--- src/rtl/wb_pkg.sv ---
// Shared types for the Wishbone-classic load/store initiator.
package wb_pkg;

    localparam int WB_XLEN = 32;

    typedef enum logic [1:0] {
        SZ_B   = 2'd0,
        SZ_H   = 2'd1,
        SZ_W   = 2'd2,
        SZ_ILL = 2'd3
    } size_e;

    typedef enum logic [1:0] {
        IDLE = 2'd0,
        BUS  = 2'd1,
        RESP = 2'd2
    } state_e;

    typedef struct packed {
        logic [WB_XLEN-1:0] rdata;
        logic               err;
        logic               misalign;
        logic               timeout;
    } resp_t;

    // Lane mask of an access at offset 0; shifted into place by the byte offset.
    function automatic logic [WB_XLEN/8-1:0] lane_mask(input size_e sz);
        case (sz)
            SZ_B:    lane_mask = 4'b0001;
            SZ_H:    lane_mask = 4'b0011;
            SZ_W:    lane_mask = 4'b1111;
            default: lane_mask = 4'b0000;
        endcase
    endfunction

endpackage

--- src/rtl/lsu_align.sv ---
// Combinational lane steering: store-side select/shift/misalign and load-side extract/extend.
module lsu_align
    import wb_pkg::*;
(
    input  size_e                st_size_i,
    input  logic [1:0]           st_off_i,
    input  logic [WB_XLEN-1:0]   st_wdata_i,
    output logic [WB_XLEN/8-1:0] st_sel_o,
    output logic [WB_XLEN-1:0]   st_wdata_o,
    output logic                 st_misalign_o,
    input  size_e                ld_size_i,
    input  logic [1:0]           ld_off_i,
    input  logic                 ld_signed_i,
    input  logic [WB_XLEN-1:0]   ld_dat_i,
    output logic [WB_XLEN-1:0]   ld_rdata_o
);

    logic [WB_XLEN-1:0] ld_lane_d;

    assign ld_lane_d = ld_dat_i >> {ld_off_i, 3'b000};

    // Store side: byte selects, lane-shifted data and alignment check.
    always_comb begin
        st_sel_o      = lane_mask(st_size_i) << st_off_i;
        st_wdata_o    = st_wdata_i << {st_off_i, 3'b000};
        st_misalign_o = 1'b1;
        case (st_size_i)
            SZ_B:    st_misalign_o = 1'b0;
            SZ_H:    st_misalign_o = st_off_i[0];
            SZ_W:    st_misalign_o = (st_off_i != 2'b00);
            default: st_misalign_o = 1'b1;
        endcase
    end

    // Load side: the selected lane is already at bit 0; extend it to full width.
    always_comb begin
        case (ld_size_i)
            SZ_B:    ld_rdata_o = {{24{ld_signed_i & ld_lane_d[7]}}, ld_lane_d[7:0]};
            SZ_H:    ld_rdata_o = {{16{ld_signed_i & ld_lane_d[15]}}, ld_lane_d[15:0]};
            SZ_W:    ld_rdata_o = ld_dat_i;
            default: ld_rdata_o = 32'h0000_0000;
        endcase
    end

endmodule

--- src/rtl/wb_master.sv ---
// Single-outstanding Wishbone-classic initiator for core load/store requests.
// Optional bus watchdog enabled by defining WB_TIMEOUT_EN.
module wb_master
    import wb_pkg::*;
#(
    parameter int TIMEOUT_CYCLES = 255,
    parameter int XLEN = 32
) (
    input  logic              clk_i,
    input  logic              rst_i,
    input  logic              req_valid_i,
    output logic              req_ready_o,
    input  logic [XLEN-1:0]   req_addr_i,
    input  logic              req_we_i,
    input  logic [1:0]        req_size_i,
    input  logic              req_signed_i,
    input  logic [XLEN-1:0]   req_wdata_i,
    output logic              resp_valid_o,
    input  logic              resp_ready_i,
    output logic [XLEN-1:0]   resp_rdata_o,
    output logic              resp_err_o,
    output logic              resp_misalign_o,
    output logic              resp_timeout_o,
    output logic [XLEN-3:0]   wb_adr_o,
    output logic              wb_we_o,
    output logic [XLEN/8-1:0] wb_sel_o,
    output logic [XLEN-1:0]   wb_dat_o,
    output logic              wb_stb_o,
    output logic              wb_cyc_o,
    input  logic              wb_ack_i,
    input  logic              wb_err_i,
    input  logic [XLEN-1:0]   wb_dat_i
);

    if (XLEN != 32 || TIMEOUT_CYCLES < 1) begin : g_param_check
        $error("wb_master: XLEN must be 32 and TIMEOUT_CYCLES at least 1");
    end

    state_e            state_q;
    size_e             size_q;
    logic [1:0]        off_q;
    logic              signed_q;
    resp_t             resp_q;
    logic              resp_valid_q;
    logic [XLEN-3:0]   wb_adr_q;
    logic              wb_we_q;
    logic [XLEN/8-1:0] wb_sel_q;
    logic [XLEN-1:0]   wb_dat_q;
    logic              wb_stb_q;

    logic [XLEN/8-1:0] st_sel_d;
    logic [XLEN-1:0]   st_wdata_d;
    logic              st_misalign_d;
    logic [XLEN-1:0]   ld_rdata_d;
    logic              tmo_hit_d;

`ifdef WB_TIMEOUT_EN
    localparam int TW_RAW = $clog2(TIMEOUT_CYCLES + 1);
    localparam int TW     = (TW_RAW > 8) ? TW_RAW : 8;
    logic [TW-1:0] tmo_cnt_q;
    // Counter holds the number of BUS cycles already elapsed, so this is the last permitted one.
    assign tmo_hit_d = (tmo_cnt_q == TW'(TIMEOUT_CYCLES - 1));
`else
    assign tmo_hit_d = 1'b0;
`endif

    lsu_align u_align (
        .st_size_i     (size_e'(req_size_i)),
        .st_off_i      (req_addr_i[1:0]),
        .st_wdata_i    (req_wdata_i),
        .st_sel_o      (st_sel_d),
        .st_wdata_o    (st_wdata_d),
        .st_misalign_o (st_misalign_d),
        .ld_size_i     (size_q),
        .ld_off_i      (off_q),
        .ld_signed_i   (signed_q),
        .ld_dat_i      (wb_dat_i),
        .ld_rdata_o    (ld_rdata_d)
    );

    // Request/bus/response FSM with all outputs registered.
    always_ff @(posedge clk_i or posedge rst_i) begin
        if (rst_i) begin
            state_q      <= IDLE;
            size_q       <= SZ_B;
            off_q        <= 2'b00;
            signed_q     <= 1'b0;
            resp_q       <= '0;
            resp_valid_q <= 1'b0;
            wb_adr_q     <= '0;
            wb_we_q      <= 1'b0;
            wb_sel_q     <= 4'b0000;
            wb_dat_q     <= 32'h0000_0000;
            wb_stb_q     <= 1'b0;
`ifdef WB_TIMEOUT_EN
            tmo_cnt_q    <= '0;
`endif
        end else begin
            case (state_q)
                IDLE: begin
                    if (req_valid_i) begin
                        if (st_misalign_d) begin
                            resp_q       <= '{rdata: 32'h0000_0000, err: 1'b1,
                                              misalign: 1'b1, timeout: 1'b0};
                            resp_valid_q <= 1'b1;
                            state_q      <= RESP;
                        end else begin
                            size_q   <= size_e'(req_size_i);
                            off_q    <= req_addr_i[1:0];
                            signed_q <= req_signed_i;
                            wb_adr_q <= req_addr_i[XLEN-1:2];
                            wb_we_q  <= req_we_i;
                            wb_sel_q <= st_sel_d;
                            wb_dat_q <= st_wdata_d;
                            wb_stb_q <= 1'b1;
                            state_q  <= BUS;
`ifdef WB_TIMEOUT_EN
                            tmo_cnt_q <= '0;
`endif
                        end
                    end
                end
                BUS: begin
`ifdef WB_TIMEOUT_EN
                    tmo_cnt_q <= tmo_cnt_q + TW'(1);
`endif
                    if (wb_err_i) begin
                        resp_q       <= '{rdata: 32'h0000_0000, err: 1'b1,
                                          misalign: 1'b0, timeout: 1'b0};
                        resp_valid_q <= 1'b1;
                        wb_stb_q     <= 1'b0;
                        state_q      <= RESP;
                    end else if (wb_ack_i) begin
                        resp_q       <= '{rdata: (wb_we_q ? 32'h0000_0000 : ld_rdata_d),
                                          err: 1'b0, misalign: 1'b0, timeout: 1'b0};
                        resp_valid_q <= 1'b1;
                        wb_stb_q     <= 1'b0;
                        state_q      <= RESP;
                    end else if (tmo_hit_d) begin
                        resp_q       <= '{rdata: 32'h0000_0000, err: 1'b1,
                                          misalign: 1'b0, timeout: 1'b1};
                        resp_valid_q <= 1'b1;
                        wb_stb_q     <= 1'b0;
                        state_q      <= RESP;
                    end
                end
                RESP: begin
                    if (resp_ready_i) begin
                        resp_valid_q <= 1'b0;
                        state_q      <= IDLE;
                    end
                end
                default: begin
                    wb_stb_q     <= 1'b0;
                    resp_valid_q <= 1'b0;
                    state_q      <= IDLE;
                end
            endcase
        end
    end

    assign req_ready_o     = (state_q == IDLE);
    assign resp_valid_o    = resp_valid_q;
    assign resp_rdata_o    = resp_q.rdata;
    assign resp_err_o      = resp_q.err;
    assign resp_misalign_o = resp_q.misalign;
    assign resp_timeout_o  = resp_q.timeout;
    assign wb_adr_o        = wb_adr_q;
    assign wb_we_o         = wb_we_q;
    assign wb_sel_o        = wb_sel_q;
    assign wb_dat_o        = wb_dat_q;
    assign wb_stb_o        = wb_stb_q;
    assign wb_cyc_o        = wb_stb_q;

endmodule
--- config.mk ---
export PLATFORM = sky130hd
export DESIGN_NAME = wb_master
export DESIGN_NICKNAME = d
export VERILOG_FILES = /design/src/rtl/wb_pkg.sv /design/src/rtl/lsu_align.sv /design/src/rtl/wb_master.sv
export SDC_FILE = /design/constraint.sdc
export NUM_CORES = 1
export LEC_CHECK = 0
export CORE_MARGIN = 3
export CORE_UTILIZATION = 45
export DETAILED_ROUTE_END_ITERATION = 10
export PLACE_DENSITY = 0.8
export SYNTH_ARGS = -nofsm -noshare
export SYNTH_HDL_FRONTEND = slang
export SYNTH_HIERARCHICAL = 1
export SYNTH_SLANG_ARGS = --single-unit
--- constraint.sdc ---
create_clock -name clk_i -period 4.8 [get_ports clk_i]
set_input_delay 0.96 -clock clk_i [delete_from_list [all_inputs] [get_ports clk_i]]
set_output_delay 0.96 -clock clk_i [all_outputs]
set_load 0.03 [all_outputs]
# Yosys cells after proc, flatten, opt, wreduce, memory -nomap -nowiden
# Index checks and enable logic that the tools add are counted.
op_classes:
  bitwise: 4
  mul: 0
  shifts: 3
  n_mux: 26
  n_reduce_logical: 10
  n_addsub: 0
  magnitude_cmp: 0
  n_div: 0
  eq_ne: 11
op_table:
  columns: ["operator", "n"]
  rows:
  - ["$mux W35", 4]
  - ["$pmux W32 S3", 1]
  - ["$pmux W35 S2", 1]
  - ["$mux W32", 1]
  - ["$shl A32 B5 Y32", 1]
  - ["$shr A32 B5 Y16", 1]
  - ["$pmux W4 S3", 1]
  - ["$reduce_and A4 Y1", 3]
  - ["$mux W2", 5]
  - ["$mux W1", 9]
  - ["$pmux W1 S3", 3]
  - ["$eq A2 B1 Y1 const B", 3]
  - ["$eq A2 B2 Y1 const B", 3]
  - ["$logic_not A2 Y1", 3]
  - ["$ne A2 B2 Y1 const B", 3]
  - ["$pmux W2 S3", 1]
  - ["$reduce_and A3 Y1", 2]
  - ["$reduce_bool A2 Y1", 2]
  - ["$shl A4 B2 Y4", 1]
  - ["$ne A3 B3 Y1 const B", 1]
  - ["$and A1 B1 Y1", 2]
  - ["$ne A2 B1 Y1 const B", 1]
  - ["$not A1 Y1", 2]
totals:
  rom_bits: 0
  word_cells: 68
  regBits: 111
  in_bits: 106
  ram_bits: 0
  latchBits: 0
  mem_count: 0
  output_inout_bits: 106

# Longest topological paths before layout
# Gate-level depths: netlist of run 1.
depth:
  ltp_word: 7
  ltp_mapped: 10
  ltp_nobuf: 7

# By module
# The synthesis of run 1 kept the hierarchy.
modules_own_cells:
  columns: ["mod", "area_each_um2", "n_inst", "cells_each"]
  rows:
  - ["wb_master", 4424.2, 1, 320]
  - ["lsu_align", 1475.2, 1, 224]

# Least setup slack after synthesis of run 1
# OpenSTA, ideal clock, no wires.
synth_path:
  path_kind: "input-to-reg"
  startpoint: "input req_addr_i[0]"
  endpoint: "register off_q[0]"
  path_slack_ns: 2.066
  setup_ns: 0.127
  n_path_buf: 5
  t_arrival_ns: 2.607
  required_time_ns: 4.673
  cell_stages: 9
  path_cell_list: "buf_2 -> buf_4 -> buf_2 -> a21oi_1 -> o21bai_1 -> nor4b_2 -> buf_4 -> buf_6 -> mux2_1"
synth_between:
  elab_chain_cells: 4
synth_rtl:
  columns: ["element", "line_no", "text"]
  rows:
  - ["start: declaration", "wb_master.sv:13", "input logic [XLEN-1:0] req_addr_i,"]
  - ["$reduce_bool A2 Y1", "lsu_align.sv:30", "SZ_W: st_misalign_o = (st_off_i != 2'b00);"]
  - ["$pmux W1 S3 (*)", "lsu_align.sv:27", "case (st_size_i)"]
  - ["named net st_misalign_d", "wb_master.sv:53", "logic st_misalign_d;"]
  - ["$not A1 Y1 (no line) (*)", null, null]
  - ["$reduce_and A3 Y1 (no line) (*)", null, null]
  - ["end signal: assignment", "wb_master.sv:109", "off_q <= req_addr_i[1:0];"]
  - ["end: declaration", "wb_master.sv:41", "logic [1:0] off_q;"]
# The timed path passes the listed nets; every way through them passes the cells marked *.
# A chain may end at the register's enable or synchronous reset.

# Final worst setup path of run 1
layout_path:
  startpoint: "input req_size_i[0]"
  endpoint: "register wb_adr_q[22], in the netlist wb_adr_o[22]"
layout_between:
  elab_chain_cells: 4
layout_rtl:
  columns: ["element", "line_no", "text"]
  rows:
  - ["start: declaration", "wb_master.sv:15", "input logic [1:0] req_size_i,"]
  - ["$eq A2 B2 Y1, or another cell as far along", "lsu_align.sv:27", null]
  - ["$pmux W1 S3 (*)", "lsu_align.sv:27", null]
  - ["named net st_misalign_d", "wb_master.sv:53", null]
  - ["$not A1 Y1 (no line) (*)", null, null]
  - ["$reduce_and A3 Y1 (no line) (*)", null, null]
  - ["end signal: assignment", "wb_master.sv:111", "wb_adr_q <= req_addr_i[XLEN-1:2];"]
  - ["end: declaration", "wb_master.sv:45", "logic [XLEN-3:0] wb_adr_q;"]
# Marked as above.

==> metrics, run 1 <==
fmax=317 MHz; CTS Sinks=110; vias in the first global route=a little over 5,000; IO Pins=212; n_diodes=0; clock power share=0.157; Peak supply drop=about 320 µV; total negative slack=0 ns; DRT iter0 DRCs=465; max-slew violation count=0; Starting Density=0.464; Tmin final=3.16 ns; YS warnings=6; CP Class=in -> reg; clk_lat worst skew=0.35 ns; Max-Cap Viols=0; cell area after synthesis=5900 µm²; final setup skew=0.0101 ns; share of power burned in registers=0.327; CTS Buf Count=9; sw power=roughly 0.0020 W; Die Ht=121 µm; routability cong.=0.953; crit-path cells=clkdlybuf4s50_1 -> inv_1 -> ha_1 -> a21oi_1 -> o21bai_1 -> nor4b_4 -> buf_4 -> mux2_1; WL/cell=roughly 18 µm; CP arrival=3.38 ns; largest net degree at the start of global routing=45; post-layout util=0.654; global route total overflow=0; Logic pwr share=0.516; setup repair bufs after CTS=0; Switching Fraction=0.421; filler cell count=roughly 1,100; syn_area_per_cell=approximately 11 µm²; crit start category=input pin; Setup crit end kind=register; PortBufs=210; cts repair resizes=0; Crit-path slowest cell=clkdlybuf4s50_1; row cnt=41; CTS Hold Bufs=0; final setup fails=0; Cell Pwr Density=572 nW/µm²; unique cell type count in the Yosys netlist=44; sequential share of the synthesized area=0.467; Syn Inst Count=between 500 and 600; drt via density=5.33; clock transition at the register clock pins on the worst setup and hold paths after CTS=0.07 ns; max incr delay on CP=0.54 ns; H-tree depth=3; placed instance count=895; Net Count, Synth=roughly 650; DRC violations left=0; Placeable Area=12,700 µm²; Max Buffers Root-to-Sink=2; Slew HR=0.354; P&R area growth vs syn=41.0%; die width=121 µm; initial antenna violation count=0; dpl hpwl=11,900 µm; routed wire length=16,200 µm; Worst Path Max Fanout=44; antenna viol nets, final=0; CP required=5.02 ns; Lkg Pwr=3.60 nW; Vias=4,849; CTS tree=yes; final worst path period share=0.658; die area=approximately 15,000 µm²; share of cells above drive strength 1=0.0759; outcome=finished clean; nets@finish=843; Least-Margin Pin Slew=between 0.9 and 1 ns; Non-Filler Instances=910; RSZ-0062 raised after global routing=no; first-pass GRT wire length=roughly 26,000 µm; internal power=0.00276 W; Hold Vio Cnt, Final=0; post-synthesis register bit count=110; Root Driver=clkbuf_16; total global routing track utilization=0.224; Pre-antenna DRT Iters=5; HP Class=reg -> reg
[cells by family after synthesis]
family / Yosys count / synth area share
AO/OA/AOI/OAI: 79 / 0.0929
XOR/XNOR: 1 / 0.00148
adder cells (fa/ha/maj): 3 / 0.00636
buffers and inverters: 80 / 0.0742
flip-flops: 110 / 0.467
multiplexers: 133 / 0.246
other: 1 / 0.000636
AND/OR/NAND/NOR: 137 / 0.112
[routing by layer]
layer  wire, µm  global-route usage  vias up
met4        422              0.0871        0
met1       6380               0.274     2341
met2       7900               0.375      230
met3       1450              0.0636       35
li1           -                   -     2243
met5          0                   0        -
[synthesized netlist by cell type, drive strengths merged]
master / instances / area (µm²)
o21ai: 29 / 145
a21o: 1 / 7.51
a32oi: 2 / 36.3
o311ai: 1 / 8.76
nor3: 1 / 5.00
a211oi: 15 / 113
nor3b: 1 / 7.51
o31ai: 8 / 60.1
a31oi: 2 / 12.5
nand2: 75 / 282
dfrtp: 110 / 2750
ha: 3 / 37.5
and2b: 7 / 52.6
o221ai: 1 / 26.3
nor2: 21 / 81.3
xnor2: 1 / 8.76
o22ai: 1 / 6.26
buf: 32 / 257
nor4b: 5 / 56.3
clkbuf: 7 / 27.5
clkinv: 1 / 3.75
inv: 40 / 150
nor2b: 15 / 93.8
a222oi: 7 / 70.1
and4bb: 1 / 12.5
o21bai: 1 / 7.51
or2: 2 / 12.5
and3b: 1 / 8.76
conb: 1 / 3.75
mux2i: 51 / 510
and2: 8 / 50.1
a21oi: 11 / 55.1
mux2: 82 / 938
[flip-flops by register name, summed over array words and instances (netlist names)]
signal	cells
off_q	2
resp_err_o	1
resp_misalign_o	1
resp_rdata_o	32
resp_valid_o	1
signed_q	1
size_q	2
state_q	2
wb_adr_o	30
wb_cyc_o	1
wb_dat_o	32
wb_sel_o	4
wb_we_o	1
[path summary, 6_finish.rpt]
path | start | end | slack, ns | cells past startpoint
setup reg to reg | off_q[1]$_DFFE_PP0P_ | resp_rdata_o[18]$_DFFE_PP0P_ | 2.42 | 5
min in group asynchronous | rst_i | resp_rdata_o[11]$_DFFE_PP0P_ | 1.01 | 2
setup / recovery | req_size_i[0] | wb_adr_o[22]$_DFFE_PP0P_ | 1.64 | 8
hold reg to reg | wb_adr_o[17]$_DFFE_PP0P_ | wb_adr_o[17]$_DFFE_PP0P_ | 0.49 | 1
max in group asynchronous | rst_i | off_q[1]$_DFFE_PP0P_ | 2.92 | 3
hold / removal | wb_adr_o[17]$_DFFE_PP0P_ | wb_adr_o[17]$_DFFE_PP0P_ | 0.49 | 1
[power by group through the flow]
stage	logic, W	registers (W)	clock network [W]
after global placement	0.00241	0.00155	0
final	0.00246	0.00155	0.000748
after CTS	0.00247	0.00156	0.000769
after global routing	0.00260	0.00161	0.000803
after detailed placement	0.00246	0.00157	0
after floorplan	0.00102	0.00206	0
[placed cells by master (no fill, tap or decap), types with 9 or more instances in the layout]
cell type and instances:
mux2i_1 51, clkdlybuf4s50_1 209, nor2b_1 14, mux2_1 58
clkbuf_16 9, inv_1 39, o21ai_0 23, nor2_1 20
a211oi_1 15, mux2_2 20, nand2_1 75, dfrtp_1 110
a21oi_1 11
[metrics by stage]
stage / hold WS [ns] / power, W / instance area (µm²) / setup WS [ns]
after global placement: 0.466 / 0.00396 / 8030 / 1.38
after global routing: 0.505 / 0.00502 / 8320 / 1.49
after floorplan: 0.452 / 0.00308 / 5900 / 0.938
after detailed placement: 0.474 / 0.00403 / 8030 / 1.27
after CTS: 0.491 / 0.00479 / 8320 / 1.65
final: 0.488 / 0.00476 / 8320 / 1.64
[worst max-delay path: cells and delay by family]
family,cells,cell delay (ns)
AO/OA/AOI/OAI,2,0.36
adder cells (fa/ha/maj),1,0.23
buffers and inverters,3,1.13
multiplexers,1,0.39
AND/OR/NAND/NOR,1,0.29
[layout make-up]
cell class	instances	area, µm²	share of cell area
Multi-Input combinational cell	354	2750	0.330
Sequential cell	110	2750	0.331
Clock inverter	4	57.6	0.00692
Inverter	41	156	0.0188
Timing Repair Buffer	218	2160	0.259
Tap cell	172	215	0.0259
Clock buffer	11	233	0.0280
(Power assumes the default switching activity.)
==> run 2, diff against run 1 <==
- CORE_UTILIZATION: 45 -> 41
- PLACE_DENSITY: 0.8 -> 0.77
- clock period: 4.8 -> 2.75 ns (I/O delays scaled with it)
==> run 2 against run 1 <==
Net effect:
- core utilization decreased by 4.6 points
- cell area grew 2.1%
- sequential share of layout area decreased by 0.69 points
- combinational power is 79% higher
- count of clock-buffer cells in the layout is 2 lower
- worst hold slack improved by 0.0011 ns
- largest power group unchanged
==> metrics, run 2 (same netlist as run 1, synthesis figures left out) <==
CTS Buf Count=9; crit start category=register; final setup skew=0.00578 ns; die width=126 µm; setup repair bufs after CTS=0; RSZ-0062 raised after global routing=no; max-slew violation count=0; CP arrival=1.89 ns; area of the multi-input gates=between 2000 and 3000 µm²; WL/cell=17.2 µm; drt via density=5.24; sw power=0.00351 W; H-tree depth=3; vias in the first global route=between 5,000 and 6,000; final setup fails=0; Least-Margin Pin Slew=around 0.86 ns; layer with the highest usage=met2; Starting Density=0.422; Max Buffers Root-to-Sink=2; filler cell count=1,146; Root Driver=clkbuf_16; global route total overflow=0; CTS Sinks=110; dpl hpwl=around 12,000 µm; clock transition at the register clock pins on the worst setup and hold paths after CTS=0.07 ns; share of power burned in registers=0.316; largest net degree at the start of global routing=111; commonest non-fill, non-tap cell in the layout=clkdlybuf4s50_1; Vias=4,872; initial antenna violation count=0; commonest non-fill, non-tap cells in the layout=209 x clkdlybuf4s50_1, 110 x dfrtp_1, 75 x nand2_1; cts repair resizes=0; Worst Path Max Fanout=8; clk_lat worst skew=0.36 ns; DRC violations left=0; Switching Fraction=0.417; Lkg Pwr=~3.7 nW; nets@finish=854; Final Power=0.00840 W; met2 Usage GRT=0.349; die area=around 16,000 µm²; first-pass GRT wire length=approximately 26,000 µm; antenna viol nets, final=0; row cnt=43; Die Ht=around 130 µm; final instance area=roughly 8500 µm²; CTS Hold Bufs=0; met3 GRT Util=0.0700; fmax=410 MHz; CP required=2.20 ns; n_diodes=0; clock power share=0.160; Setup crit end kind=primary output; internal power=0.00489 W; share of cells above drive strength 1=0.0908; Logic pwr share=0.524; Slew HR=0.428; routed wire length=16,000 µm; CTS tree=yes; Peak supply drop=just over 600 µV; Hold Vio Cnt, Final=0; Pre-antenna DRT Iters=6; HP Class=reg -> reg; final worst path period share=0.887; Tmin final=2.44 ns; DRT iter0 DRCs=263; Cell Pwr Density=a little under 1000 nW/µm²; Placed Area=approximately 8200 µm²; Max-Cap Viols=0; Placeable Area=between 10,000 and 15,000 µm²; total global routing track utilization=0.205; P&R area growth vs syn=44.0%; CP Class=reg -> out; IO Pins=about 210; outcome=finished clean; Sequential cell area=~2800 µm²; routability cong.=0.856; PortBufs=210; met1 global-route usage=0.246
==> run 2: cell count changes in the layout (fill, tap and decap cells not counted), sizes merged <==
| cell | delta |
|---|---|
| buf | +11 |
| clkinv | +1 |
| clkbuf | -2 |
| inv | +1 |
==> run 2: final cells by class <==
cell class                      instances  share of cell area
Clock buffer                            9              0.0265
Clock inverter                          6             0.00898
Inverter                               41              0.0186
Multi-Input combinational cell        354               0.323
Sequential cell                       110               0.324
Tap cell                              180              0.0265
Timing Repair Buffer                  229               0.272
==> run 2: worst paths after layout <==
path                                    startpoint                      endpoint  slack, ns  depth (start not counted)
max                         state_q[1]$_DFFE_PP0P_                   req_ready_o       0.31                          2
min                        wb_adr_o[2]$_DFFE_PP0P_       wb_adr_o[2]$_DFFE_PP0P_       0.49                          1
max reg2reg                   off_q[0]$_DFFE_PP0P_  resp_rdata_o[11]$_DFFE_PP0P_       0.74                          5
min reg2reg                wb_adr_o[2]$_DFFE_PP0P_       wb_adr_o[2]$_DFFE_PP0P_       0.49                          1
max in group asynchronous                    rst_i         size_q[1]$_DFFE_PP0P_       1.58                          3
min in group asynchronous                    rst_i   resp_rdata_o[0]$_DFFE_PP0P_       0.71                          3
==> run 2: critical path, stage by stage (launching register included) <==
cell and delay, ns:
dfrtp_1 0.51, nor2_1 0.28, clkdlybuf4s50_1 0.74
==> run 2: power by group through the flow <==
stage	logic, W	registers [W]	clock network, W
floorplan	0.00179	0.00359	0
detailed placement	0.00441	0.00268	0
global placement	0.00435	0.00265	0
CTS	0.00444	0.00266	0.00138
global route	0.00469	0.00275	0.00145
finish	0.00440	0.00266	0.00134
==> run 2: layer usage <==
metal / wire length, µm / up-vias / part of all wire
li1: - / 2265 / -
met1: 6150 / 2370 / 0.38
met2: 7930 / 217 / 0.50
met3: 1650 / 20 / 0.10
met4: 289 / 0 / 0.018
met5: 0 / - / 0
==> run 2: stage by stage <==
step	setup slack (ns)	hold slack [ns]	util	cells	setup TNS (ns)
4_1_cts	0.272	0.492	0.607	929	0
6_report	0.311	0.490	0.607	929	0
3_5_place_dp	-0.0140	0.475	0.586	914	-0.0416
5_1_grt	0.225	0.509	0.607	929	0
2_1_floorplan	0.426	0.452	-	544	0
3_3_place_gp	0.0145	0.466	0.586	914	0
